`src/rtl/i2c_addr_unit.sv`:
```
// I2C address-phase serializer: captures a 7-bit slave address plus R/W bit on go
// and shifts the byte out MSB-first on oSDA, one bit per abit-qualified clock.
module i2c_addr_unit #(
   parameter logic        RW_BIT = 1'b0,
   parameter int unsigned NBITS  = 8
) (
   input  logic       clk,
   input  logic       rst,
   input  logic       abit,
   input  logic       go,
   input  logic [6:0] addrIn,
   output logic       oSDA
);

   localparam int unsigned SH_W  = 8;
   localparam int unsigned CNT_W = 4;

   typedef enum logic [1:0] {
      S_IDLE  = 2'd0,
      S_LOAD  = 2'd1,
      S_SHIFT = 2'd2,
      S_DONE  = 2'd3
   } state_e;

   state_e             state_q, state_d;
   logic [SH_W-1:0]    sh_q, sh_d;
   logic [CNT_W-1:0]   cnt_q, cnt_d;
   logic               sda_q, sda_d;

   // State register; reset returns the line to bus-idle high
   always_ff @(posedge clk or negedge rst) begin
      if (!rst) begin
         state_q <= S_IDLE;
         sh_q    <= '0;
         cnt_q   <= '0;
         sda_q   <= 1'b1;
      end else begin
         state_q <= state_d;
         sh_q    <= sh_d;
         cnt_q   <= cnt_d;
         sda_q   <= sda_d;
      end
   end

   // Next-state and shift logic
   always_comb begin
      state_d = state_q;
      sh_d    = sh_q;
      cnt_d   = cnt_q;
      sda_d   = sda_q;

      unique case (state_q)
         S_IDLE: begin
            sda_d = 1'b1;
            if (go) begin
               sh_d    = {addrIn, RW_BIT};
               cnt_d   = '0;
               state_d = S_LOAD;
            end
         end
         S_LOAD: begin
            if (abit) begin
               sda_d   = sh_q[SH_W-1];
               sh_d    = {sh_q[SH_W-2:0], 1'b0};
               cnt_d   = CNT_W'(1);
               state_d = S_SHIFT;
            end
         end
         S_SHIFT: begin
            // abit low is a pause: everything holds
            if (abit && (cnt_q < CNT_W'(NBITS))) begin
               sda_d = sh_q[SH_W-1];
               sh_d  = {sh_q[SH_W-2:0], 1'b0};
               cnt_d = cnt_q + CNT_W'(1);
               if (cnt_q + CNT_W'(1) == CNT_W'(NBITS)) begin
                  state_d = S_DONE;
               end
            end
         end
         S_DONE: begin
            if (!abit) begin
               sda_d   = 1'b1;
               state_d = S_IDLE;
            end
         end
         default: begin
            state_d = S_IDLE;
            sda_d   = 1'b1;
         end
      endcase
   end

   assign oSDA = sda_q;

endmodule

```
`config.mk`:
```
export PLATFORM = sky130hd
export DESIGN_NAME = i2c_addr_unit
export DESIGN_NICKNAME = d
export VERILOG_FILES = /design/src/rtl/i2c_addr_unit.sv
export SDC_FILE = /design/constraint.sdc
export NUM_CORES = 1
export LEC_CHECK = 0
export BUFFER_PORTS_ARGS = -buffer_cell sky130_fd_sc_hd__buf_2
export CAP_MARGIN = 10
export CELL_PAD_IN_SITES_DETAIL_PLACEMENT = 1
export CELL_PAD_IN_SITES_GLOBAL_PLACEMENT = 1
export CORE_ASPECT_RATIO = 0.9
export CORE_MARGIN = 2
export CORE_UTILIZATION = 28
export CTS_BUF_LIST = sky130_fd_sc_hd__clkbuf_4 sky130_fd_sc_hd__clkbuf_8 sky130_fd_sc_hd__clkbuf_16
export CTS_CLUSTER_DIAMETER = 100
export CTS_CLUSTER_SIZE = 10
export DETAILED_ROUTE_END_ITERATION = 6
export MAX_ROUTING_LAYER = met4
export PLACE_DENSITY = 0.59
export SYNTH_ARGS = -nofsm -noshare
export SYNTH_HDL_FRONTEND = slang
export SYNTH_SLANG_ARGS = --single-unit
export TNS_END_PERCENT = 1
```
`constraint.sdc`:
```
create_clock -name clk -period 2.4 [get_ports clk]
set_input_delay 0.12 -clock clk [delete_from_list [all_inputs] [get_ports clk]]
set_output_delay 0.12 -clock clk [all_outputs]
set_load 0.1 [all_outputs]
```
==> impl_metrics.toml, run 1 <==
[outcome]
run_status = "finished, final reports clean"

[run]
drv.max_cap_violation_count = 0

[min_path]
worst_hold_path_type = "in2reg"
hold_path.startpoint = "addrIn[0]"

[logic_synthesis]
part_of_the_yosys_area_used_for_sequential_elements_pct = 42.6
synth_cell_types = 28
synth_seq_cells = 14
syn-instance-count = 79
synth_top_area_share_pct = 39.4
mappedNetlistNets = 96
synth.area.top_cells = "sky130_fd_sc_hd__dfrtp_1 (39%), sky130_fd_sc_hd__ha_1 (9.1%), sky130_fd_sc_hd__mux2i_1 (8.5%)"
dominant_cell_type_by_area_after_synthesis = "sky130_fd_sc_hd__dfrtp_1"
postSynthAreaPerCell_um2 = 10.5
synth.cell_area_um2 = 826
synthesis.yosys.warnings = 0

[place]
placement.io_buffers = 11
gp_routability_congestion = 0.720
total_half_perimeter_wirelength_after_legalization_and_detailed_placement_mm = 1.27

[setup_path]
cp_slowest_stage_delay_ns = 0.43
crit_chain = "inv_1, ha_1, a21boi_4, o211ai_2, a211oi_2, mux2_1"
cpMaxStageDelayCell = "sky130_fd_sc_hd__dfrtp_1"
timing.critical_path.from = "state_q[0]$_DFFE_PN0P_"
cp_data_required_time_ns = 2.57
critical_path.startpoint_type = "flip-flop"
setup.worst_path.end_class = "flip-flop"
worstReg2RegStart = "state_q[0]$_DFFE_PN0P_"
critical_path.max_fanout = 10
cp_data_arrival_time_ns = 2.08
critical_path_class = "reg2reg"

[layout]
most_common_library_cell_in_the_layout_ignoring_fill_and_taps = "sky130_fd_sc_hd__dfrtp_1"
layout_area_growth_over_synthesis_pct = 16.1
drive_gt1_share_pct = 25.0
antennaDiodeCount = 0
nets = 110
final_cell_mix = "sky130_fd_sc_hd__dfrtp_1 (13), sky130_fd_sc_hd__nand2_1 (12), sky130_fd_sc_hd__buf_2 (11), sky130_fd_sc_hd__o21ai_0 (10), sky130_fd_sc_hd__mux2i_1 (7)"

[power]
fin_total_pwr_mw = 1.27
power.static_leakage_nw = 0.442
power_per_cell_area_nw_per_um2 = 1330
irDropWorstVdd_mv = 0.422

[die]
initial_utilization_pct = 29.8
std_cell_rows = 18
fp.dieW_um = 61.2
dieArea_um2 = 3400
core_area_um2 = 2770
die_height_um = 55.5
pin_count = 12

[routing]
vias = 595
detail_route.first_pass.iterations = 4
drcViolationCount = 0
routed_wirelength_mm = 1.64
postRouteAntennaNets = 0
vias_per_cell = 4.51
wire_per_inst_um = 12.4
first_iteration_detailed_routing_drc_count = 8

[timing]
finalMaxSlewViolations = 0
timing.slew.headroom_pct = 63.8
period_needed_ns = 1.90
final.period_utilization_pct = 79.3
max_slew.worst_pin.slew_ns = 0.543
final.setup.tns_ns = 0
finalSetupViolations = 0
final-hold-violation-count = 0
max_freq_mhz = 525
clock_skew_ns = 0.00323
rsz0062_at_grt = "no"

[global_route]
grtUsageTotal_pct = 11.8
grt_overflow_total = 0
grt_antenna_before_repair = 0
grt_start_max_net_pins = 22
first_global_vias = 599
grt_pass1_wl_mm = 2.90

[cts]
cts.sinks = 14
cts.path.max_buffers = 2
cts_tree = "yes"
clkSlewWorstSetupHoldPaths_ns = 0.09
cts_htree_levels = 1
cts_buffers = 3
cts_post_setup_buffers_inserted = 0
clock_insertion_delay_worst_skew_ns = 0.28
root_buffer_selected_by_cts = "sky130_fd_sc_hd__clkbuf_4"
## layer usage
layer	track usage [%]	vias to the layer above	share of wire, %
met5	-	-	0
met4	1.86	0	0
met3	4.92	0	4.4
met2	18.1	10	51
met1	14.7	284	45
li1	-	301	-
## cell families after synthesis
logic type      after synthesis  synth area share, %
flops                        14                 42.6
compound gates               21                 20.0
xor+xnor                      1                 1.06
mux                           9                 11.2
simple gates                 19                 10.6
buf+inv                       9                 5.45
fa+ha+maj                     6                 9.09
## through the flow
stage	hold slack, ns	cell area, um2	utilization [%]	instances	setup WS, ns
after global placement	0.0374	912	32.9	127	0.554
after floorplan	-0.176	826	-	79	0.694
final	0.0965	958	34.6	132	0.496
after detailed placement	0.0439	912	32.9	127	0.491
after CTS	0.0875	958	34.6	132	0.477
after global routing	0.0754	958	34.6	132	0.359
## cell type report
| type | count | area, um2 |
|---|---|---|
| tap | 40 | 50.0 |
| timing repair buffer | 13 | 72.6 |
| multi-input combinational | 56 | 429 |
| inverter | 5 | 18.8 |
| fill | 330 | 1810 |
| clock buffer | 4 | 36.3 |
| sequential | 14 | 352 |
## sequential cells by signal, summed over array words and instances, names as in the netlist
| register | cells |
|---|---|
| sh_q | 7 |
| state_q | 2 |
| oSDA | 1 |
| cnt_q | 4 |
## what timing repair did
action / 4_1_cts / 5_1_grt
resized for setup: 0 / 0
endpoints found under the hold margin: 13 / 0
hold buffers: 1 / 0
setup endpoints to repair: 0 / 0
## path summary, 6_finish.rpt
check                                          to  slack (ns)  cells after the start
min reg2reg                   sh_q[6]$_DFFE_PN0P_        0.48                      2
max reg2reg                state_q[1]$_DFFE_PN0P_        0.50                      6
min in group asynchronous    cnt_q[0]$_DFFE_PN0P_        0.25                      2
max                        state_q[1]$_DFFE_PN0P_        0.50                      6
max in group asynchronous        oSDA$_DFFE_PN1P_        1.86                      2
min                           sh_q[1]$_DFFE_PN0P_         0.1                      3
## synth_stat cells (all sizes together)
cell type	n
dfrtp	13
o31ai	1
nor2	2
a211oi	1
nand3	1
ha	6
mux2	2
a31oi	1
a21boi	2
o32ai	1
nand2b	2
buf	4
inv	5
o21ai	10
xor2	1
nand2	12
o32a	1
a32o	1
nor2b	1
mux2i	7
o211ai	2
o2111ai	1
nand4b	1
dfstp	1
## critical path: cells and delay by family, from the launching register on
kind | cells | cell delay (ns)
AO/OA/AOI/OAI | 3 | 0.57
adder cells (fa/ha/maj) | 1 | 0.36
flip-flops | 1 | 0.43
multiplexers | 1 | 0.34
buffers and inverters | 1 | 0.08
## power breakdown
group	internal, mW	total (mW)	switching, mW
sequential	0.338	0.403	0.0644
clock	0.0924	0.173	0.0811
combinational	0.275	0.698	0.424
(Power assumes the default switching activity.)
==> run 2, diff against run 1 <==
--- a/config.mk
+++ b/config.mk
@@ -17,7 +17,7 @@
 export CTS_CLUSTER_SIZE = 10
 export DETAILED_ROUTE_END_ITERATION = 6
 export MAX_ROUTING_LAYER = met4
-export PLACE_DENSITY = 0.59
+export PLACE_DENSITY = 0.61
 export SYNTH_ARGS = -nofsm -noshare
 export SYNTH_HDL_FRONTEND = slang
 export SYNTH_SLANG_ARGS = --single-unit
==> constraint.sdc (replaced) <==
create_clock -name clk -period 1.6 [get_ports clk]
set_input_delay 0.08 -clock clk [delete_from_list [all_inputs] [get_ports clk]]
set_output_delay 0.08 -clock clk [all_outputs]
set_load 0.1 [all_outputs]
==> impl_metrics.toml, run 2 (synthesis results as in run 1) <==
[layout]
largest_registers = "sh_q x7, cnt_q x4, state_q x2"
max_flop_register = "sh_q"
fillerInstances = 313
antennaDiodeCount = 0
nets = 125
drive_gt1_share_pct = 41.1
most_common_library_cell_in_the_layout_ignoring_fill_and_taps = "sky130_fd_sc_hd__buf_4"
flip_flop_count_of_the_largest_register_after_layout = 7
utilization_pct = 41.2
final_cell_mix = "sky130_fd_sc_hd__buf_4 (13), sky130_fd_sc_hd__nand2_1 (12), sky130_fd_sc_hd__dfrtp_1 (12), sky130_fd_sc_hd__buf_2 (11), sky130_fd_sc_hd__o21ai_0 (10)"
layout_area_growth_over_synthesis_pct = 38.3
post_layout_nonfiller_instances = 147

[timing]
final.period_utilization_pct = 102
max_slew.worst_pin.slew_ns = 0.484
finalMaxSlewViolations = 0
rsz0062_at_grt = "yes"
max_freq_mhz = 613
clock_skew_ns = 0.00215
timing.slew.headroom_pct = 68.0
final-hold-violation-count = 0
finalSetupViolations = 1
period_needed_ns = 1.63
setup_slack_ns = -0.0304

[setup_path]
critical_path.max_fanout = 3
cp_slowest_stage_delay_ns = 0.41
setup.worst_path.end_class = "flip-flop"
cpMaxStageDelayCell = "sky130_fd_sc_hd__dfrtp_1"
cp_data_required_time_ns = 1.76
crit_chain = "buf_4, ha_2, nor2_4, o211ai_2, a211oi_2, mux2_1"
critical_path_class = "reg2reg"
critical_path.startpoint_type = "flip-flop"
cp_data_arrival_time_ns = 1.79

[place]
dp.cells = 136
total_half_perimeter_wirelength_after_legalization_and_detailed_placement_mm = 1.29
gp_routability_congestion = 0.777
placement_stage_worst_setup_slack_ns = -0.0975
placement.io_buffers = 11

[routing]
detail_route.first_pass.iterations = 3
wl_met3_um = 62
drcViolationCount = 0
detail_route.wirelength.met1_um = 793
vias_per_cell = 4.36
first_iteration_detailed_routing_drc_count = 3
routed_wirelength_mm = 1.73
met2_length_um = 869
topRoutingLayerUsed = "met3"
postRouteAntennaNets = 0
wire_per_inst_um = 11.7
vias = 641

[die]
pin_count = 12
die_height_um = 55.5
dieArea_um2 = 3400
std_cell_rows = 18
initial_utilization_pct = 29.8
fp.dieW_um = 61.2
core_area_um2 = 2770

[min_path]
worst_hold_path_type = "in2reg"

[cts]
cts_htree_levels = 1
cts.path.max_buffers = 2
clock_insertion_delay_worst_skew_ns = 0.27
cts_buffers = 3
clkSlewWorstSetupHoldPaths_ns = 0.08
cts.sinks = 14
root_buffer_selected_by_cts = "sky130_fd_sc_hd__clkbuf_4"
cts_tree = "yes"

[power]
power_per_cell_area_nw_per_um2 = 2140
netSwitchingFraction_pct = 39.7
power_frac_clock_pct = 10.2
power_frac_seq_pct = 24.8
irDropWorstVdd_mv = 0.805
power.combinational.fraction_pct = 65.0
internal_power_mw = 1.47
power.static_leakage_nw = 0.526
net-switching-power_uw = 970

[global_route]
first_global_vias = 673
grtUsageTotal_pct = 11.9
grt_overflow_total = 0
grt_pass1_wl_mm = 3.04
grt_antenna_before_repair = 0
grt_start_max_net_pins = 22

[run]
drv.max_cap_violation_count = 0

[outcome]
run_status = "finished with violations"
violations = "negative setup slack"
[run 2: changes by cell type in the layout (fill, tap and decap cells not counted), sizes merged]
cell,before,now
buf,12,27
[run 2: per-stage QoR]
step / hold WS [ns] / power, mW / TNS [ns] / cell area, um2
CTS: 0.0558 / 2.48 / -0.0112 / 1140
global route: 0.0510 / 2.67 / -0.340 / 1140
floorplan: -0.216 / 1.50 / -0.101 / 833
detailed placement: 0.00259 / 2.00 / -0.174 / 1010
finish: 0.0648 / 2.44 / -0.0304 / 1140
global placement: 0.00386 / 1.97 / -0.0440 / 1010
[run 2: layout make-up]
cell class                 instances  area [um2]  area share, %
inverter                           5        18.8           1.64
clock buffer                       4        36.3           3.18
multi-input combinational         56         470           41.2
sequential                        14         353           30.9
tap                               40        50.0           4.38
timing repair buffer              28         214           18.7
[run 2: per-layer routing]
| layer | track usage [%] | up-vias |
|---|---|---|
| li1 | - | 334 |
| met1 | 15.1 | 296 |
| met2 | 19.5 | 11 |
| met3 | 3.51 | 0 |
| met4 | 0.932 | 0 |
| met5 | - | - |
[run 2: power by group through the flow]
stage | sequential, mW | combinational, mW | clock (mW)
6_report | 0.607 | 1.59 | 0.249
3_3_place_gp | 0.597 | 1.37 | 0
4_1_cts | 0.609 | 1.61 | 0.264
5_1_grt | 0.634 | 1.76 | 0.281
2_1_floorplan | 0.672 | 0.830 | 0
3_5_place_dp | 0.610 | 1.39 | 0
[run 2: worst paths after layout]
| kind | cells after the start | from | endpoint | slack [ns] |
|---|---|---|---|---|
| setup / recovery | 6 | state_q[0]$_DFFE_PN0P_ | state_q[1]$_DFFE_PN0P_ | -0.03 |
| hold / removal | 3 | addrIn[0] | sh_q[1]$_DFFE_PN0P_ | 0.06 |
| setup reg to reg | 6 | state_q[0]$_DFFE_PN0P_ | state_q[1]$_DFFE_PN0P_ | -0.03 |
| hold reg to reg | 2 | sh_q[6]$_DFFE_PN0P_ | sh_q[6]$_DFFE_PN0P_ | 0.48 |
| max in group asynchronous | 2 | rst | oSDA$_DFFE_PN1P_ | 1.09 |
| min in group asynchronous | 2 | rst | cnt_q[3]$_DFFE_PN0P_ | 0.23 |
[run 2: critical path: cells and delay by family (launching register included)]
kind | cells | cell delay (ns)
buffers and inverters | 1 | 0.15
adder cells (fa/ha/maj) | 1 | 0.20
multiplexers | 1 | 0.35
AND/OR/NAND/NOR | 1 | 0.09
AO/OA/AOI/OAI | 2 | 0.32
flip-flops | 1 | 0.41
[run 2: what timing repair did]
| item | in CTS | in global routing |
|---|---|---|
| setup endpoints to repair | 5 | 7 |
| resized for setup | 9 | 0 |
| hold buffers | 1 | 0 |
| pin swaps | 3 | 1 |
| endpoints found under the hold margin | 14 | 0 |
| buffers inserted | 6 | 0 |
